File: config.mk
export PLATFORM = sky130hd
export DESIGN_NAME = inverter_test_sequencer
export DESIGN_NICKNAME = d
export VERILOG_FILES = /design/src/rtl/inverter_test_sequencer.sv
export SDC_FILE = /design/constraint.sdc
export NUM_CORES = 1
export LEC_CHECK = 0
export CAP_MARGIN = 25
export CORE_ASPECT_RATIO = 1.1
export CORE_MARGIN = 8
export CORE_UTILIZATION = 30
export CTS_CLUSTER_SIZE = 16
export DETAILED_ROUTE_END_ITERATION = 8
export PLACE_DENSITY = 0.52
export SLEW_MARGIN = 20
export SYNTH_ARGS = -nofsm -noshare
export SYNTH_HDL_FRONTEND = slang
export SYNTH_SLANG_ARGS = --single-unit
File: constraint.sdc
create_clock -name clk -period 3.16 [get_ports clk]
set_input_delay 0.948 -clock clk [delete_from_list [all_inputs] [get_ports clk]]
set_output_delay 0.948 -clock clk [all_outputs]
set_load 0.005 [all_outputs]
File: src/rtl/inverter_test_sequencer.sv
// Inverter / buffer loopback tester.
// Toggles stim_out, waits for the device under test to echo the expected
// level on resp_in (seen through a 2-flop synchroniser), measures the echo
// latency in clk cycles and tallies passing and failing trials over a run.
module inverter_test_sequencer #(
  parameter int NUM_TRIALS = 16,  // stimulus edges per run, 1..255
  parameter int TIMEOUT    = 200, // max WAIT cycles per trial, 3..255
  parameter int SETTLE     = 4,   // idle cycles between trials, 1..255
  parameter int INVERT     = 0    // 1: device under test inverts
) (
  input  logic       clk,
  input  logic       rst,
  input  logic       start,
  input  logic       resp_in,
  output logic       stim_out,
  output logic       busy,
  output logic       done,
  output logic [7:0] pass_cnt,
  output logic [7:0] fail_cnt,
  output logic [7:0] last_lat,
  output logic [7:0] max_lat
);

  typedef enum logic [2:0] {
    IDLE  = 3'd0,
    DRIVE = 3'd1,
    WAIT  = 3'd2,
    GAP   = 3'd3,
    FIN   = 3'd4
  } state_e;

  localparam logic [7:0] TRIALS_L    = 8'(NUM_TRIALS);
  localparam logic [7:0] TMO_LAST    = 8'(TIMEOUT - 1);
  localparam logic [7:0] TMO_VAL     = 8'(TIMEOUT);
  localparam logic [7:0] SETTLE_LAST = 8'(SETTLE - 1);
  localparam logic       INV_BIT     = (INVERT != 0);
  // Latencies below this are a stuck or shorted output, not a real echo.
  localparam logic [7:0] MIN_LAT     = 8'd2;

  state_e     state_q, state_d;
  logic       sync1_q, sync2_q;
  logic       resp_s;
  logic       stim_q, stim_d;
  logic       exp_q, exp_d;
  logic [7:0] lat_q, lat_d;
  logic [7:0] gap_q, gap_d;
  logic [7:0] trial_q, trial_d;
  logic [7:0] pass_q, pass_d;
  logic [7:0] fail_q, fail_d;
  logic [7:0] last_q, last_d;
  logic [7:0] max_q, max_d;

  function automatic logic [7:0] sat_inc(input logic [7:0] v);
    return (v == 8'hFF) ? v : v + 8'd1;
  endfunction

  // Two-flop synchroniser bringing the asynchronous response into clk.
  // NOTE: sequential state uses non-blocking (<=) so every flop samples pre-edge values.
  always_ff @(posedge clk or posedge rst) begin
    if (rst) begin
      sync1_q <= 1'b0;
      sync2_q <= 1'b0;
    end else begin
      sync1_q <= resp_in;
      sync2_q <= sync1_q;
    end
  end

  assign resp_s = sync2_q;

  // State and datapath registers.
  always_ff @(posedge clk or posedge rst) begin
    if (rst) begin
      state_q <= IDLE;
      stim_q  <= 1'b0;
      exp_q   <= 1'b0;
      lat_q   <= 8'd0;
      gap_q   <= 8'd0;
      trial_q <= 8'd0;
      pass_q  <= 8'd0;
      fail_q  <= 8'd0;
      last_q  <= 8'd0;
      max_q   <= 8'd0;
    end else begin
      state_q <= state_d;
      stim_q  <= stim_d;
      exp_q   <= exp_d;
      lat_q   <= lat_d;
      gap_q   <= gap_d;
      trial_q <= trial_d;
      pass_q  <= pass_d;
      fail_q  <= fail_d;
      last_q  <= last_d;
      max_q   <= max_d;
    end
  end

  // Next-state and datapath updates for each FSM state.
  always_comb begin
    // NOTE: every signal gets a hold default first so no latch is inferred.
    state_d = state_q;
    stim_d  = stim_q;
    exp_d   = exp_q;
    lat_d   = lat_q;
    gap_d   = gap_q;
    trial_d = trial_q;
    pass_d  = pass_q;
    fail_d  = fail_q;
    last_d  = last_q;
    max_d   = max_q;

    case (state_q)
      IDLE: begin
        if (start) begin
          pass_d  = 8'd0;
          fail_d  = 8'd0;
          last_d  = 8'd0;
          max_d   = 8'd0;
          trial_d = 8'd0;
          state_d = DRIVE;
        end
      end
      DRIVE: begin
        stim_d  = ~stim_q;
        exp_d   = ~stim_q ^ INV_BIT;
        lat_d   = 8'd0;
        state_d = WAIT;
      end
      WAIT: begin
        // A match wins over a timeout landing in the same cycle.
        if (resp_s == exp_q) begin
          last_d = lat_q;
          if (lat_q >= MIN_LAT) begin
            pass_d = sat_inc(pass_q);
            if (lat_q > max_q) max_d = lat_q;
          end else begin
            fail_d = sat_inc(fail_q);
          end
          gap_d   = 8'd0;
          state_d = GAP;
        end else if (lat_q == TMO_LAST) begin
          last_d  = TMO_VAL;
          fail_d  = sat_inc(fail_q);
          gap_d   = 8'd0;
          state_d = GAP;
        end else begin
          lat_d = lat_q + 8'd1;
        end
      end
      GAP: begin
        if (gap_q == SETTLE_LAST) begin
          trial_d = trial_q + 8'd1;
          state_d = ((trial_q + 8'd1) < TRIALS_L) ? DRIVE : FIN;
        end else begin
          gap_d = gap_q + 8'd1;
        end
      end
      FIN:     state_d = IDLE;
      default: state_d = IDLE;
    endcase
  end

  assign stim_out = stim_q;
  assign busy     = (state_q != IDLE);
  assign done     = (state_q == FIN);
  assign pass_cnt = pass_q;
  assign fail_cnt = fail_q;
  assign last_lat = last_q;
  assign max_lat  = max_q;

endmodule

==> impl_metrics.tcl <==
set metrics [dict create \
    cts_htree_levels 3 \
    yosysWarnings 0 \
    async_reset_ff_share_pct 100 \
    synthDistinctLibCells 53 \
    drive_above_1_share_pct 9.80 \
    via_per_inst 4.97 \
    ys_ff_latch 62 \
    vias 2709 \
    syn_area_per_cell_sq_um 9.57 \
    grt_use_met1_pct 14.2 \
    track_usage_pct 11.4 \
    power_mw 3.02 \
    ys.flop_type "dfrtp_1" \
    synth_top_family_by_area "simple AND/OR/NAND/NOR gates" \
    synth-simple-area-share_pct 21.4 \
    setup_violations 0 \
    grt_pass1_wl_um 13200 \
    fin_nets 412 \
    drcViolationCount 0 \
    grt_setup_unrepaired "false" \
    cts_buffer_depth 2 \
    drv_slew 0 \
    gp_congestion 0.774 \
    max_freq_mhz 369 \
    die_w_um 116 \
    use_met2_pct 17.9 \
    hold_viol_final 0 \
    yosys.area_share.adder_pct 5.29 \
    fin_setup_tns_ps 0 \
    powerDensity_nw_per_um2 727 \
    synth-xor-area-share_pct 2.65 \
    netlist_area_sq_um 3310 \
    synth_edf_count 0 \
    place_area_sq_um 3900 \
    drt_iter0_drc 146 \
    cp_max_fo 12 \
    first_pass_iters 4 \
    io_pins 39 \
    clockPowerShare_pct 28.1 \
    wl_per_cell_um 14.3 \
    stdcell_count 545 \
    placementRows 40 \
    cts_hold_buf 0 \
    antenna_cells 0 \
    p_leak_nw 1.73 \
    hold_path_class "reg2reg" \
    ant_nets 0 \
    synthMuxAreaShare_pct 3.82 \
    fp.dieH_um 126 \
    comb_power_share_pct 34.2 \
    cts.sinks 62 \
    final_common_cell "dfrtp_1" \
    internal_power_mw 1.96 \
    swShare_pct 35.1 \
    tightest_slew_ps 605 \
    synthesis.nets 364 \
    place_inst 530 \
    numCtsBuffers 9 \
    initial_core_util_pct 30.5 \
    grt-ovfl-total 0 \
    clk_latency_ps 320 \
    post_cts_buffers 0 \
    nFillCells 1103 \
    ys_seq_area_share_pct 46.9 \
    dpl.hpwl_um 5600 \
    crit_path_start_kind "flip-flop" \
    p_switching_mw 1.06 \
    finalClockSkew_ps 4.65 \
    end_kind "primary output" \
    final_cell_area_sq_um 4150 \
    relSlewSlack_pct 59.5 \
    finalCritPeriodShare_pct 85.8 \
    antenna_found_initial 0 \
    dieArea_sq_um 14700 \
    cap_viol_max_count 0 \
    min_period_ps 2710 \
    grt_max_degree 36 \
    cts_resized 0 \
    first_global_vias 2640 \
    core_area_sq_um 10900 \
    p_seq_share_pct 37.7 \
    fin_util_pct 38.2 \
    clkSlewWorstSetupHoldPaths_ps 50 \
    final_cell_mix "62 x dfrtp_1, 38 x clkdlybuf4s50_1, 32 x nand2_1" \
    syn_inst 346 \
    worst_ep_required_time_ps 2210 \
    ir_worst_vdd_mv 0.323 \
    wl_um 7800 \
    tritoncts "done" \
    area_growth_pct 25.4 \
    status "finished clean" \
    clock-root-buffer "clkbuf_16" \
    port_buffers 38 \
    synth_compound_area_share_pct 16.1 \
    busiest_layer "met2" \
    criticalPathCategory "reg2out" \
    use_met3_pct 2.10 \
    worstPathArrival_ps 1760 \
]
## critical path: stages, from the launching register on
cell	delay (ps)
dfrtp_1	500
nor3_1	370
inv_1	110
clkdlybuf4s50_1	460
## state kept, by name, summed over array words and instances (netlist names)
signal and count:
exp_q 1, fail_cnt 8, gap_q 8, last_lat 8, lat_q 8, max_lat 8, pass_cnt 8, resp_s 1
state_q 3, sync1_q 1, trial_q 8
## cell type report
type | count | area, sq um | share of cell area [%]
clock buffer | 13 | 240 | 5.79
clock inverter | 2 | 10.0 | 0.241
inverter | 16 | 60.1 | 1.45
multi-input combinational | 255 | 1640 | 39.4
sequential | 62 | 1550 | 37.4
tap | 147 | 184 | 4.43
timing repair buffer | 50 | 470 | 11.3
## kinds of logic (layout without fill, tap and decap cells)
kind of cell | after synthesis | after routing
fa+ha+maj | 14 | 14
compound gates | 82 | 82
xor+xnor | 10 | 10
mux | 12 | 12
buf+inv | 29 | 81
flops | 62 | 62
simple gates | 137 | 137
## through the flow
stage	setup slack, ps	hold slack (ps)
after floorplan	671	331
after global placement	321	336
after detailed placement	269	336
after CTS	423	347
after global routing	306	369
final	447	345
## path summary, 6_finish.rpt
kind | startpoint | to | slack, ps | cells past startpoint
setup / recovery | state_q[1] | busy | 450 | 3
hold / removal | sync1_q | resp_s | 340 | 0
setup reg to reg | lat_q[4] | fail_cnt[4] | 550 | 5
hold reg to reg | sync1_q | resp_s | 340 | 0
max in group asynchronous | rst | last_lat[3] | 1770 | 3
min in group asynchronous | rst | pass_cnt[2] | 1010 | 3
## routing by layer
metal  up-vias  share of wire (%)
li1       1360                  -
met1      1294                 47
met2        45                 47
met3        10                4.1
met4         0                2.2
met5         -                  0
## cells in the mapped netlist, types with 2 or more instances
cell | count | area [sq um]
xor2_1 | 5 | 43.8
and3_1 | 4 | 25.0
or3_1 | 6 | 37.5
nand4_1 | 6 | 37.5
nand3_1 | 20 | 100
nor3_1 | 10 | 50.1
xnor2_1 | 5 | 43.8
nand2b_1 | 4 | 25.0
nand2_1 | 32 | 120
o21a_1 | 4 | 30.0
dfrtp_1 | 62 | 1550
o211ai_1 | 3 | 22.5
a31o_2 | 2 | 17.5
and2_1 | 5 | 31.3
clkbuf_1 | 9 | 33.8
nor2_1 | 29 | 109
buf_6 | 2 | 22.5
o21ai_0 | 31 | 155
inv_1 | 16 | 60.1
a22o_1 | 5 | 43.8
o22a_1 | 3 | 26.3
nand3b_1 | 2 | 15.0
mux2_2 | 5 | 56.3
nor3b_1 | 3 | 22.5
nor4_1 | 3 | 18.8
a21oi_1 | 14 | 70.1
ha_1 | 14 | 175
o31ai_1 | 6 | 45.0
a31oi_1 | 3 | 18.8
mux2i_1 | 7 | 70.1
or4_1 | 4 | 30.0
## power by group through the flow
stage / clock network [mW] / logic [mW] / registers, mW
after floorplan: 0 / 0.689 / 1.10
after global placement: 0 / 1.04 / 1.14
after detailed placement: 0 / 1.05 / 1.15
after CTS: 0.875 / 1.05 / 1.14
after global routing: 0.907 / 1.17 / 1.17
final: 0.847 / 1.03 / 1.14
No activity file was read; power rests on OpenSTA's default activity.
==> variant 1: new RTL, same settings <==
Reset style: synchronous (`rst`), changed in 2 clocked blocks. Comments in the files are not updated.
--- a/src/rtl/inverter_test_sequencer.sv
+++ b/src/rtl/inverter_test_sequencer.sv
@@ -56,7 +56,7 @@
 
   // Two-flop synchroniser bringing the asynchronous response into clk.
   // NOTE: sequential state uses non-blocking (<=) so every flop samples pre-edge values.
-  always_ff @(posedge clk or posedge rst) begin
+  always_ff @(posedge clk) begin
     if (rst) begin
       sync1_q <= 1'b0;
       sync2_q <= 1'b0;
@@ -69,7 +69,7 @@
   assign resp_s = sync2_q;
 
   // State and datapath registers.
-  always_ff @(posedge clk or posedge rst) begin
+  always_ff @(posedge clk) begin
     if (rst) begin
       state_q <= IDLE;
       stim_q  <= 1'b0;
Behaviour: differs if rst is asserted again (counterexample within 4 cycles, from zero or initial values and one cycle with rst high); with rst held inactive, the same outputs for 10 cycles.
==> variant 1 against the unedited design <==
Maximum frequency about the same; count of clock-buffer cells in the layout decreased by 3; sequential cell count unchanged; non-clock buffer count decreased by 5; die area decreased by 1.6%; synthesized cell count increased by 9.8%; synthesized area decreased by 1.8%; clock skew increased by 0.0090 ns; hold slack improved by 0.090 ns; cell area decreased by 1.2%; wire length increased by 4.4%; core utilization decreased by 0.12 points; setup slack got worse by 0.0019 ns.
Power is not compared: it rests on default switching activity, and its combinational part moved more than twofold at a synthesized area within 25%.
==> variant 1: results (changes against the unedited design) <==
[status]
status = finished clean

[grt]
grt_max_degree = 21  ; -42%
grt_pass1_wl_mm = 14.1  ; +6.9%
antenna_found_initial = 0  ; unchanged
grt_pass1_vias = 2852  ; +8.0%
grt.total_usage = 0.121  ; +0.00687

[pwr]
p_leak_uw = 0.00138

[finish]
fillers = 1083  ; -1.8%
fin_nets = 437  ; +6.1%
drive_gt1_frac = 0.0967  ; -0.00129

[critical_path]
r2r_slack_ns = 0.90  ; +0.35 ns
critPathMaxFanout = 14  ; +2
slowest_delay_ns = 0.63  ; +0.13 ns
r2r-start = state_q[1]$_SDFFE_PP0P_
cp_slowest_cell = dfxtp_1
rr_endpoint = max_lat[7]$_SDFFE_PP0P_

[synth]
yosys-top-cells-area = dfxtp_1 38%, ha_1 5.4%, nor2_1 4.6%, a21oi_1 3.8%, nand2_1 3.1%
ys_seq_area_frac = 0.382  ; -0.0868
async_reset_ff_frac = 0  ; -1.00
syn_nets = 398  ; +9.3%
ys_top_cells_by_count = 62 x dfxtp_1, 40 x nor2_1, 27 x nand2_1
ys_types = 60  ; +13%
synth_ff_type = dfxtp_1

[hold_path]
hold_path_depth = 1  ; +1
hold_end = resp_s$_SDFF_PP0_
holdCritStartpoint = sync1_q$_SDFF_PP0_

[timing]
worst_pin_slew_ns = 0.631  ; +0.0265 ns
finClkSkew_ns = 0.0136  ; +0.00897 ns

[placement]
place_hpwl_mm = 5.89  ; +5.1%
pre_cts_slack_ns = 0.313  ; +0.0435 ns
routabilityCongestion = 0.788  ; +1.8%

[routing]
drt-vias-per-instance = 5.06  ; +1.9%
avgRoutedWirePerCell_um = 14.3  ; -0.33%
drtIter0Drc = 153  ; +4.8%

[clocking]
clk_pin_slew_ns = 0.05  ; about the same
clock_latency_ns = 0.34  ; +0.02 ns

==> variant 1: cell types whose count changed after synthesis, moves of 6 or more <==
cell	unedited run	this run
nor3_1	10	4
a21oi_1	14	25
o32ai_1	0	9
nor2_1	29	40
a211oi_1	0	6
dfrtp_1	62	0
dfxtp_1	0	62
o21ai_0	31	13
inv_1	16	22
==> variant 1: layer usage <==
metal | routed length (um) | GRT usage
met5 | 0 | 0
met3 | 393 | 0.0279
met4 | 192 | 0.0635
met1 | 3720 | 0.144
met2 | 3840 | 0.196
==> variant 1: metrics by stage <==
stage	hold WS, ns	area (sq um)	std cells
2_1_floorplan	0.414	3250	380
5_1_grt	0.461	4100	571
3_3_place_gp	0.426	3780	555
3_5_place_dp	0.435	3780	555
4_1_cts	0.439	4100	571
6_report	0.435	4100	571
==> variant 1: worst max-delay path, delay by kind of cell (launching register included) <==
| kind | cells | cell delay [ns] |
|---|---|---|
| DFF | 1 | 0.63 |
| buffers and inverters | 2 | 0.63 |
| and+or+nand+nor | 1 | 0.18 |
==> variant 1: power by group through the flow <==
stage                     logic (uW)  clock network [uW]  registers [uW]
after detailed placement         373                   0             870
after global routing             422                1110             859
after CTS                        374                1070             853
final                            372                1050             853
after global placement           373                   0             869
after floorplan                  260                   0             847
==> variant 1: layout make-up <==
cell class	instances	area share
sequential	62	0.303
inverter	22	0.0201
tap	147	0.0449
timing repair buffer	45	0.106
clock buffer	10	0.0558
clock inverter	6	0.0211
multi-input combinational	279	0.450
==> variant 1: cells by family after synthesis <==
family | count (synthesis) | share of synthesized area
flops | 62 | 0.382
xor+xnor | 16 | 0.0454
buf+inv | 39 | 0.0508
mux | 4 | 0.0123
simple gates | 148 | 0.243
fa+ha+maj | 14 | 0.0539
compound gates | 97 | 0.213
==> variant 1: worst max path at each step <==
stage                            start                       end  depth (start not counted)  slack [ns]
6_report       state_q[2]$_SDFFE_PP0P_                      busy                          3        0.45
5_1_grt        state_q[2]$_SDFFE_PP0P_                      busy                          3        0.25
4_1_cts        state_q[2]$_SDFFE_PP0P_                      busy                          3        0.46
3_5_place_dp                     start  fail_cnt[4]$_SDFFE_PP0P_                          6        0.31
3_3_place_gp                     start  fail_cnt[4]$_SDFFE_PP0P_                          6        0.35
2_1_floorplan                    start  pass_cnt[1]$_SDFFE_PP0P_                          6        1.10
==> variant 2: new RTL, config.mk and constraints unchanged <==
Without the edit above. Change the parameter `INVERT` from 0 to 1.
--- a/src/rtl/inverter_test_sequencer.sv
+++ b/src/rtl/inverter_test_sequencer.sv
@@ -6,7 +6,7 @@
   parameter int NUM_TRIALS = 16,  // stimulus edges per run, 1..255
   parameter int TIMEOUT    = 200, // max WAIT cycles per trial, 3..255
   parameter int SETTLE     = 4,   // idle cycles between trials, 1..255
-  parameter int INVERT     = 0    // 1: device under test inverts
+  parameter int INVERT     = 1    // 1: device under test inverts
 ) (
   input  logic       clk,
   input  logic       rst,
Behaviour: not the same (Yosys sat finds a counterexample within 4 cycles, from zero or initial values and one cycle with rst high).
==> variant 2 against the unedited design <==
Die area rose by 0.76%; setup slack improved by 0.016 ns; synthesized area is 0.87% higher; sequential cell count increased by 1; count of clock-buffer cells in the layout fell by 4; wire length rose by 2.0%; cell area is 1.7% higher; total power is 8.5% higher.
==> variant 2: results (changes against the unedited design) <==
[status]
status = finished clean

[hold_path]
holdCritStartpoint = sync1_q$_DFF_PP0_

[critical_path]
slowest_delay_ns = 0.57  ; +0.07 ns
critPathMaxFanout = 9  ; -3
rr_endpoint = fail_cnt[6]$_DFFE_PP0P_
r2r-start = lat_q[0]$_DFFE_PP0P_
arrival_ns = 1.75
cp_slowest_cell = clkdlybuf4s50_1
r2r_cells = 7  ; +2

[grt]
grt_max_degree = 64  ; +78%
use_met1 = 0.159  ; +0.0171
grt_pass1_wl_mm = 13.6  ; +3.5%
grt_util_met3 = 0.0290  ; +0.00792
met2_usage = 0.170  ; -0.00959
grt.total_usage = 0.115  ; +0.00164

[timing]
finClkSkew_ns = 0.00519  ; +0.000540 ns
relSlewSlack = 0.467  ; -0.128

[finish]
buffers = 43  ; -14%
clockNetworkAreaShare = 0.0764  ; +0.0162
inv_count = 14  ; -2
register_area_sq_um = 1580  ; +1.6%
fillers = 1128  ; +2.3%
fin_nets = 394  ; -4.4%
multi_input_area_share = 0.392  ; -0.00162
clock_buffers = 9  ; -4
bufAreaShareNonClock = 0.102  ; -0.0114
drive_gt1_frac = 0.0971  ; -0.000877
comb.multi_input.count = 245  ; -3.9%

[placement]
pre_cts_slack_ns = 0.389  ; +0.120 ns
routabilityCongestion = 0.752  ; -2.8%
place_hpwl_mm = 5.55  ; -0.91%

[routing]
vias = 2701  ; -0.30%
wirelength_mm = 7.95  ; +2.0%
drtIter0Drc = 160  ; +9.6%

[clocking]
post-cts-setup-buffers = 0  ; unchanged
clockBufferDepth = 2  ; unchanged

[pwr]
ir_drop_uv = 303  ; -6.1%
p_leak_uw = 0.00171  ; -1.0%

[synth]
ys_top_cells_by_count = 63 x dfrtp_1, 26 x nor2_1, 25 x o21ai_0
yosys-top-cells-area = dfrtp_1 47%, ha_1 5.2%, o21ai_0 3.7%, a22o_1 3.4%, nor2_1 2.9%
syn_nets = 352  ; -3.3%
ys_seq_area_frac = 0.472  ; +0.00346
synth-seq-cells = 63  ; +1.6%
ys_types = 51  ; -3.8%

==> variant 2: cell types whose count changed after synthesis, sizes merged, moves of 6 or more <==
cell | before | now
o211ai | 3 | 9
o21ai | 32 | 26
mux2i | 7 | 1
a22o | 6 | 13
nand3 | 20 | 14
nand2 | 32 | 24
==> variant 2: cells by family after synthesis <==
logic type,share of synthesized area
AND/OR/NAND/NOR,0.196
adder cells (fa/ha/maj),0.0525
XOR/XNOR,0.0341
buffers and inverters,0.0333
multiplexers,0.0131
flip-flops,0.472
AO/OA/AOI/OAI,0.199
==> variant 2: through the flow <==
step	hold slack, ns	area, sq um	std cells
after floorplan	0.331	3340	334
after global placement	0.337	3890	512
after detailed placement	0.337	3890	512
after CTS	0.350	4220	528
after global routing	0.353	4220	528
final	0.350	4220	528
==> variant 2: worst max path at each step <==
stage                           start                 endpoint  slack (ns)
2_1_floorplan                     rst        exp_q$_DFFE_PP0P_        0.64
3_3_place_gp                    start  fail_cnt[6]$_DFFE_PP0P_        0.40
3_5_place_dp                    start  fail_cnt[6]$_DFFE_PP0P_        0.39
4_1_cts        state_q[2]$_DFFE_PP0P_                     done        0.40
5_1_grt          lat_q[0]$_DFFE_PP0P_  fail_cnt[6]$_DFFE_PP0P_        0.37
6_report       state_q[2]$_DFFE_PP0P_                     done        0.46
==> variant 2: power breakdown <==
part | internal [uW] | switching [uW] | leakage [uW]
logic | 465 | 565 | 0.000713
registers | 969 | 216 | 0.000850
clock network | 691 | 370 | 0.000152
total | 2120 | 1150 | 0.00171
==> variant 2: layer usage <==
metal	vias to the layer above	wire length, um	part of all wire
met1	1317	3960	0.50
met4	0	104	0.013
li1	1329	-	-
met2	48	3490	0.44
met5	-	0	0
met3	7	393	0.049
